$ cat src/rtl/maint_iseq_dispatcher.sv
// maint_iseq_dispatcher: consumer end of the maintenance instruction interface.
// Arbitrates between host and maintenance iseqs at iseq boundaries, executes WAIT
// and SET_BUSDIR locally and forwards DDR commands to the PHY, one per cycle.
//   clk, rst                 : clock, synchronous active-high reset
//   host_instr/valid/ready   : host iseq stream (ready = consumed this cycle)
//   maint_instr_en/instr/ack : maintenance handler stream (ack = consumed)
//   periodic_read_lock       : from handler; pr_rd_ack pulses on host READs under lock
//   cur_bus_dir              : registered bus direction
//   phy_ready, ddr_cmd/valid : PHY command path
//   maint_stall_cnt          : only when DISPATCH_STALL_CNT_EN is defined
// Instruction: [31:28] opcode, [27:0] payload. DDR payload layout:
//   [18:0] bank/address, [19] WE, [20] CAS, [21] RAS, [22 +: CS_WIDTH] CS.
module maint_iseq_dispatcher #(
  parameter int CS_WIDTH = 1
) (
  input  logic        clk,
  input  logic        rst,
  input  logic [31:0] host_instr,
  input  logic        host_valid,
  output logic        host_ready,
  input  logic        maint_instr_en,
  input  logic [31:0] maint_instr,
  output logic        maint_ack,
  input  logic        periodic_read_lock,
  output logic        pr_rd_ack,
  output logic [1:0]  cur_bus_dir,
  input  logic        phy_ready,
  output logic [27:0] ddr_cmd,
  output logic        ddr_cmd_valid
`ifdef DISPATCH_STALL_CNT_EN
  ,
  output logic [31:0] maint_stall_cnt
`endif
);

  localparam logic [3:0] OP_END_ISEQ   = 4'b0000;
  localparam logic [3:0] OP_SET_BUSDIR = 4'b0001;
  localparam logic [3:0] OP_WAIT       = 4'b0100;
  localparam logic [3:0] OP_DDR_INSTR  = 4'b1000;
  localparam logic [1:0] BUS_DIR_READ  = 2'b00;

  typedef enum logic [2:0] {
    S_IDLE, S_HOST, S_MAINT, S_MAINT_END, S_WAIT
  } state_t;

  state_t      state, state_nxt;
  logic        ret_maint;   // WAIT return target: 1 = MAINT, 0 = HOST
  logic [27:0] wait_cnt;

  logic [31:0] sel_instr;
  logic        sel_vld;
  logic [3:0]  op;
  logic [27:0] payload;
  logic        active, is_ddr, is_wait, is_busdir, is_end, wait_long, is_read;

  // Only the granted source is looked at; reset suppresses all consumption.
  assign sel_instr = (state == S_HOST) ? host_instr : maint_instr;
  assign sel_vld   = ((state == S_HOST)  && host_valid) ||
                     ((state == S_MAINT) && maint_instr_en);
  assign active    = sel_vld && !rst;
  assign op        = sel_instr[31:28];
  assign payload   = sel_instr[27:0];
  assign is_ddr    = (op == OP_DDR_INSTR);
  assign is_wait   = (op == OP_WAIT);
  assign is_busdir = (op == OP_SET_BUSDIR);
  assign is_end    = (op == OP_END_ISEQ);
  assign wait_long = (payload > 28'd1);
  // READ: CS low, RAS=1, CAS=0, WE=1 (active-low command strobes)
  assign is_read   = (payload[22 +: CS_WIDTH] == '0) && payload[21] &&
                     !payload[20] && payload[19];

  // State register
  always_ff @(posedge clk) begin
    if (rst) state <= S_IDLE;
    else     state <= state_nxt;
  end

  // Next-state logic
  always_comb begin
    state_nxt = state;
    case (state)
      S_IDLE: begin
        if (maint_instr_en)  state_nxt = S_MAINT;
        else if (host_valid) state_nxt = S_HOST;
      end
      S_HOST, S_MAINT: begin
        if (active) begin
          if (is_end)                    state_nxt = (state == S_HOST) ? S_IDLE : S_MAINT_END;
          else if (is_wait && wait_long) state_nxt = S_WAIT;
        end
      end
      S_MAINT_END: state_nxt = S_IDLE;
      S_WAIT: begin
        if (wait_cnt == 28'd1) state_nxt = ret_maint ? S_MAINT : S_HOST;
      end
      default: state_nxt = S_IDLE;
    endcase
  end

  // Output logic. A maint END_ISEQ is deliberately not acked: the handler
  // keeps presenting it through MAINT_END and withdraws it on its own.
  always_comb begin
    host_ready    = 1'b0;
    maint_ack     = 1'b0;
    ddr_cmd_valid = 1'b0;
    ddr_cmd       = '0;
    pr_rd_ack     = 1'b0;
    if (active) begin
      ddr_cmd_valid = is_ddr && phy_ready;
      if (ddr_cmd_valid) ddr_cmd = payload;
      if (state == S_HOST) begin
        host_ready = is_ddr ? phy_ready : 1'b1;
        pr_rd_ack  = ddr_cmd_valid && is_read && periodic_read_lock;
      end else begin
        maint_ack  = is_ddr ? phy_ready : !is_end;
      end
    end
  end

  // WAIT counter, return target and bus direction
  always_ff @(posedge clk) begin
    if (rst) begin
      wait_cnt    <= '0;
      ret_maint   <= 1'b0;
      cur_bus_dir <= BUS_DIR_READ;
    end else begin
      if (active && is_wait && wait_long) begin
        wait_cnt  <= payload - 28'd1;
        ret_maint <= (state == S_MAINT);
      end else if (state == S_WAIT) begin
        wait_cnt  <= wait_cnt - 28'd1;
      end
      if (active && is_busdir) cur_bus_dir <= payload[1:0];
    end
  end

`ifdef DISPATCH_STALL_CNT_EN
  // Cycles the handler is kept waiting behind a host iseq, saturating.
  always_ff @(posedge clk) begin
    if (rst) begin
      maint_stall_cnt <= '0;
    end else if (maint_instr_en && (state == S_HOST || (state == S_WAIT && !ret_maint)) &&
                 (maint_stall_cnt != 32'hFFFF_FFFF)) begin
      maint_stall_cnt <= maint_stall_cnt + 32'd1;
    end
  end
`endif

endmodule
$ cat config.mk
export PLATFORM = sky130hd
export DESIGN_NAME = maint_iseq_dispatcher
export DESIGN_NICKNAME = d
export VERILOG_FILES = /design/src/rtl/maint_iseq_dispatcher.sv
export SDC_FILE = /design/constraint.sdc
export NUM_CORES = 1
export LEC_CHECK = 0
export CORE_ASPECT_RATIO = 0.7
export CORE_UTILIZATION = 70
export DETAILED_ROUTE_END_ITERATION = 8
export DONT_BUFFER_PORTS = 1
export GPL_TIMING_DRIVEN = 0
export HOLD_SLACK_MARGIN = 0.12
export PLACE_DENSITY = 0.86
export SETUP_SLACK_MARGIN = 0.2
export SYNTH_ARGS = -nofsm -noshare
export SYNTH_HDL_FRONTEND = slang
export SYNTH_SLANG_ARGS = --single-unit
$ cat constraint.sdc
create_clock -name clk -period 5.3 [get_ports clk]
set_input_delay 1.06 -clock clk [delete_from_list [all_inputs] [get_ports clk]]
set_output_delay 1.06 -clock clk [all_outputs]
set_load 0.005 [all_outputs]
After elaboration in Yosys (flattened, before gate mapping)
Cells that the tools add are included.
{"block": "word_totals", "ff_bits": 34, "elab_cells": 64}
{"block": "classes", "addsub": 2, "order_cmp": 1, "n_eq_ne": 11, "n_mux": 23, "bitwise": 1, "reduce_logical": 22}
{"cell": "$mux W28", "n": 4}
{"cell": "$sub A28 B1 Y28 const B", "n": 2}
{"cell": "$mux W32", "n": 1}
{"cell": "$eq A28 B1 Y1 const B", "n": 1}
{"cell": "$gt A28 B1 Y1 const B", "n": 1}
{"cell": "$mux W3", "n": 6}
{"cell": "$logic_and A1 B1 Y1", "n": 13}
{"cell": "$mux W1", "n": 9}
{"cell": "$pmux W3 S3", "n": 1}
{"cell": "$ne A3 B3 Y1 const B", "n": 2}
{"cell": "$eq A4 B1 Y1 const B", "n": 1}
{"cell": "$eq A4 B3 Y1 const B", "n": 1}
{"cell": "$eq A4 B4 Y1 const B", "n": 1}
{"cell": "$logic_not A4 Y1", "n": 1}
{"cell": "$mux W2", "n": 2}
{"cell": "$ne A2 B2 Y1 const B", "n": 2}
{"cell": "$reduce_and A4 Y1", "n": 1}
{"cell": "$eq A3 B1 Y1 const B", "n": 1}
{"cell": "$eq A3 B2 Y1 const B", "n": 1}
{"cell": "$eq A3 B3 Y1 const B", "n": 1}
{"cell": "$logic_not A1 Y1", "n": 3}
{"cell": "$logic_not A3 Y1", "n": 1}
{"cell": "$reduce_bool A2 Y1", "n": 1}
{"cell": "$reduce_or A2 Y1", "n": 1}
{"cell": "other kinds (2)", "n": 2}

Logic depth before layout (Yosys ltp)
{"block": "logic_depth", "depth_word": 10, "depth_mapped": 16, "mapped_depth_nobuf": 10}

Worst setup path after synthesis
No wires, ideal clock.
{"block": "synth_path", "kind": "reg2reg", "startpoint": "register state[2]", "endpoint": "register wait_cnt[26]", "setup_ns": 0.065, "arrival_time_ns": 3.411, "t_required_ns": 5.235, "slack_ns": 1.824, "stages_incl_launch_ff": 15, "synth_period_minus_slack_ns": 3.476, "cell_sequence": "dfxtp_1 buf_6 or3b_1 buf_6 clkbuf_1 clkbuf_1 clkbuf_1 mux2i_1 ha_1 inv_1 a2111oi_2 nand4_1 xnor2_1 mux2_2 nor2_1"}
{"block": "synth_between", "elab_chain_cells": 7}
{"item": "start, declared", "line_no": "46", "text": "state_t state, state_nxt;"}
{"item": "start signal, assigned", "line_no": "75", "text": "else state <= state_nxt;"}
{"item": "parallel branches: the longest is 7 deep, another holds $gt A28 B1 Y1"}
{"item": "end signal, assigned", "line_no": "128", "text": "wait_cnt <= payload - 28'd1;"}
{"item": "end signal, assigned", "line_no": "131", "text": "wait_cnt <= wait_cnt - 28'd1;"}
{"item": "end, declared", "line_no": "48", "text": "logic [27:0] wait_cnt;"}
Several ways; the timed one is not identified.
A chain may end at the register's enable or synchronous reset.

Final worst setup path
{"block": "layout_path", "startpoint": "register state[1]", "endpoint": "register ret_maint"}
{"block": "layout_between", "elab_chain_cells": 6}
{"item": "parallel branches: the longest is 6 deep, another holds $gt A28 B1 Y1"}
{"item": "end signal, assigned", "line_no": "129", "text": "ret_maint <= (state == S_MAINT);"}
{"item": "end, declared", "line_no": "47", "text": "logic ret_maint;"}
Several ways; the timed one is not identified.

==> results.md <==
- For this configuration, the core starts out at a cell density of 75.94%.
- The number of buffers inserted by hold repair at cts is 0.
- The async set-reset flop share out of synthesis is 0%.
- The critical path startpoint is state[1].
- The worst min-delay path startpoint is wait_cnt[9].
- The maximum clock frequency is 0.2094 GHz.
- The floorplan has 20 rows.
- The switching part of the total is 43.61%.
- The total leakage power is 1.228 nW.
- The final setup violation count is 0.
- The placed instance area is 3490 um2.
- In the synthesized netlist, the number of instances is 487.
- The number of synthesized flops with an enable pin is 0.
- The final RePlAce weighted congestion is 1.004.
- The total wire length after detailed routing is 11.75 mm.
- The family of cells with the greatest summed delay on the critical path is buffers and inverters.
- For the worst-skew pair, the clock arrives at the later sink with an insertion delay of 0.30 ns.
- The total global routing track utilization is 44.39%.
- The detailed router's first-iteration violation count is 543.
- The post-route netlist has 5.253% of its cells at a drive strength greater than 1.
- The startpoint identified for the worst register-to-register timing path is state[1].
- The finished layout holds 550 standard cells, fillers aside.
- The final layout contains 568 nets.
- The critical path's slowest cell is mux2i_1.
- The combinational share of power is 47.3%.
- The vertical die dimension is 60.49 um.
- The pin count of the biggest net entering global routing is 13.
- Headroom to the max-slew limit came out at 42.05%.
- The library cell used as clock root buffer is clkbuf_8.
- The clock passes through at most 2 buffers.
- The die covers 5175 um2.
- The first global-routing pass estimated 17.56 mm of wire.
- For this block, the via count after detailed routing is 4,134.
- The clock tree from TritonCTS is built.
- The number of antenna violations at the first check in global routing is 0.
- The number of warning messages in the yosys log is 0.
- Clock tree synthesis found a total of 34 sinks.
- The power per standard cell area is 259.5 nW/um2.
- Clock-pin slew was measured on the worst setup and hold paths at 0.08 ns.
- For this design the total switching power over the nets is 0.0004054 W.
- The number of placed instances, taps included, is 542.
- The critical path contains buffers and inverters numbering 6 combined.
- In this run, CTS created clock tree buffers numbering 5.
- Summing the areas of all xor and xnor instances in the mapped netlist gives 11.01% of the synthesized area.
- The share of power burned in registers is 30.9%.
- The number of antenna diodes in the final layout is 0.
- Max-cap violations in this run came to 0.
- The post-synthesis simple-gate area fraction is 35.63%.
- The critical path is of the reg2reg type.
- The area growth from synthesis to final layout is 4.682%.
- The average cell area after synthesis is 7.024 um2.
- The total half-perimeter wirelength after legalization and detailed placement is 8.839 mm.
- The data arrival time of the worst path is 4.96 ns.
- The internal portion of the total power is 0.0005240 W.
- The pre-antenna-repair detailed-routing pass consisted of 6 iterations.
- After synthesis, the share of cell area in mux cells is 10.02%.
- Cells fill 79.50% of the core in the end.
- After detailed routing, the average wire length per cell comes to 21.37 um.
- In the routed design, unresolved DRC markers number 0.
- Walking the worst path, the cells encountered are buf_2 -> nor3b_1 -> buf_2 -> buf_1 -> clkbuf_1 -> mux2i_1 -> ha_1 -> nor2_1 -> a21oi_1 -> a31oi_1 -> nand2_1 -> buf_2 -> buf_1 -> nand3_1 -> o41ai_1.
- Along the worst path, the maximum fanout reaches 10.
- The worst-case IR drop observed on VDD is 0.1808 mV.
- Leaving out fill and tap cells, the most frequent cells in the layout are nor2_1 (66), nand2_1 (57), dfxtp_1 (34), mux2i_1 (32).
- The synthesized netlist devotes 1.463% of its cell area to adder and majority cells.
- The number of pins with negative max-slew slack in the final report came to 0.
- Adding up every negative setup slack in the final design gives 0 ns.
- The combinational family with the most area after synthesis is simple AND/OR/NAND/NOR gates.
- The number of different library cells used by synthesis comes to 56.
- The library cell used most frequently in the layout, excluding fill and tap cells, is nor2_1.
- Between clock sinks in the finished design, the worst skew comes to 0.01073 ns.
- The number of global-route vias before repair is 3,617.
- The port buffer count is 0.
- The final total power is 0.0009294 W.
- The worst hold path belongs to the class reg2reg.
- The most used cell along the critical path is buf_2.
- The area fraction in compound gates after synthesis is 17.19%.
- After global routing the overflow that remains totals 0.
- The final hold violation count is 0.
- The number of nets in the synthesized netlist is 561.
- 104 I/O pins were placed.
- At the worst endpoint, the required time is 5.48 ns.
- The flow ran to the end, and the final reports show no timing, DRC or antenna violations.
- The die is 85.56 um wide.
- The post-synthesis cell area is 3421 um2.
- The endpoint class of the critical path is a flop.
- The core outline area is 4504 um2.
- After routing the design area is 3581 um2.
- Setup repair after global routing left no endpoint under its margin.
- After layout, the worst path uses 90.12% of the clock period.
- The CTS H-tree depth is 2.
- Among all flip-flop cells after synthesis, the most frequent one is dfxtp_1.
- In this run, the clock network consumes 21.7% of the power.
- Summing the sequential cell areas from Yosys gives 19.90% of the chip area.
- The number of routed nets with antenna violations is 0.
- The smallest clock period supported by the final layout is computed as 4.777 ns.
- The worst setup path is launched from a flop.
- At the pin with the least slew margin, the transition time is 0.8450 ns.
- The biggest cell delay along the critical path is 0.66 ns.
- After synthesis the netlist holds a flip-flop and latch count of 34.
- In the routed layout, each cell is associated on average with a via count of 7.516.
## area by class of cell
cell class                      count  area, um2
Tap cell                           55      68.82
Inverter                           11      41.29
Buffer                             27      123.9
Clock buffer                        5      68.82
Fill cell                         348      923.4
Clock inverter                      3      21.27
Sequential cell                    34      680.7
Multi-Input combinational cell    415       2576
## cell usage after synthesis (11+ instances only)
cell,number,share of area (%)
a21oi_1,28,4.1
dfxtp_1,34,20
inv_1,11,1.2
nand2_1,57,6.3
xor2_1,21,5.4
nor4_1,19,3.5
clkbuf_1,16,1.8
nor2_1,66,7.2
nand3_1,25,3.7
mux2i_1,32,9.4
xnor2_1,22,5.6
a211oi_1,11,2.4
nand4_1,12,2.2
nor3_1,28,4.1
## worst min-delay path, delay by kind of cell (launching register included)
| family | cells | cell delay [ns] |
|---|---|---|
| AND/OR/NAND/NOR | 1 | 0.07 |
| flip-flops | 1 | 0.34 |
| AO/OA/AOI/OAI | 1 | 0.06 |
## metal layers
metal | track usage [%] | vias up | wire (um)
li1 | - | 1789 | -
met1 | 59.90 | 1894 | 4673
met2 | 69.94 | 389 | 4936
met3 | 10.88 | 62 | 1741
met4 | 16.67 | 0 | 399
met5 | 0 | - | 0
## per-stage QoR
| stage | setup WS (ns) | hold slack (ns) |
|---|---|---|
| 6_report | 0.5234 | 0.5148 |
| 5_1_grt | 0.2928 | 0.5344 |
| 4_1_cts | 0.5865 | 0.5080 |
| 3_5_place_dp | 0.6159 | 0.4947 |
| 3_3_place_gp | 0.7136 | 0.4519 |
| 2_1_floorplan | 1.824 | 0.4405 |
## repair_timing
| item | CTS | global route |
|---|---|---|
| buffers inserted | 0 | 0 |
| setup endpoints to repair | 0 | 1 |
| resized for setup | 0 | 2 |
## flip-flops by register name (all words and copies together), names as in the netlist
register     flops
ret_maint        1
state            3
cur_bus_dir      2
wait_cnt        28
## power groups by stage
stage          Combinational (W)  Clock (W)  Sequential, W
2_1_floorplan           0.000326          0       0.000288
3_3_place_gp            0.000408          0       0.000291
3_5_place_dp            0.000417          0       0.000292
4_1_cts                 0.000421   0.000196       0.000287
5_1_grt                 0.000467   0.000207       0.000289
6_report                0.000440   0.000202       0.000288
## path summary, 6_finish.rpt
path,endpoint,slack [ns],depth (start not counted)
hold / removal,wait_cnt[9],0.51,2
hold reg to reg,wait_cnt[9],0.51,2
setup reg to reg,ret_maint,0.52,15
setup / recovery,ret_maint,0.52,15
## logic make-up after synthesis
kind of cell    Yosys count
simple gates            246
mux                      34
compound gates           88
fa+ha+maj                 4
xor+xnor                 43
buf+inv                  38
flops                    34
Power figures use the tool's default switching activity.
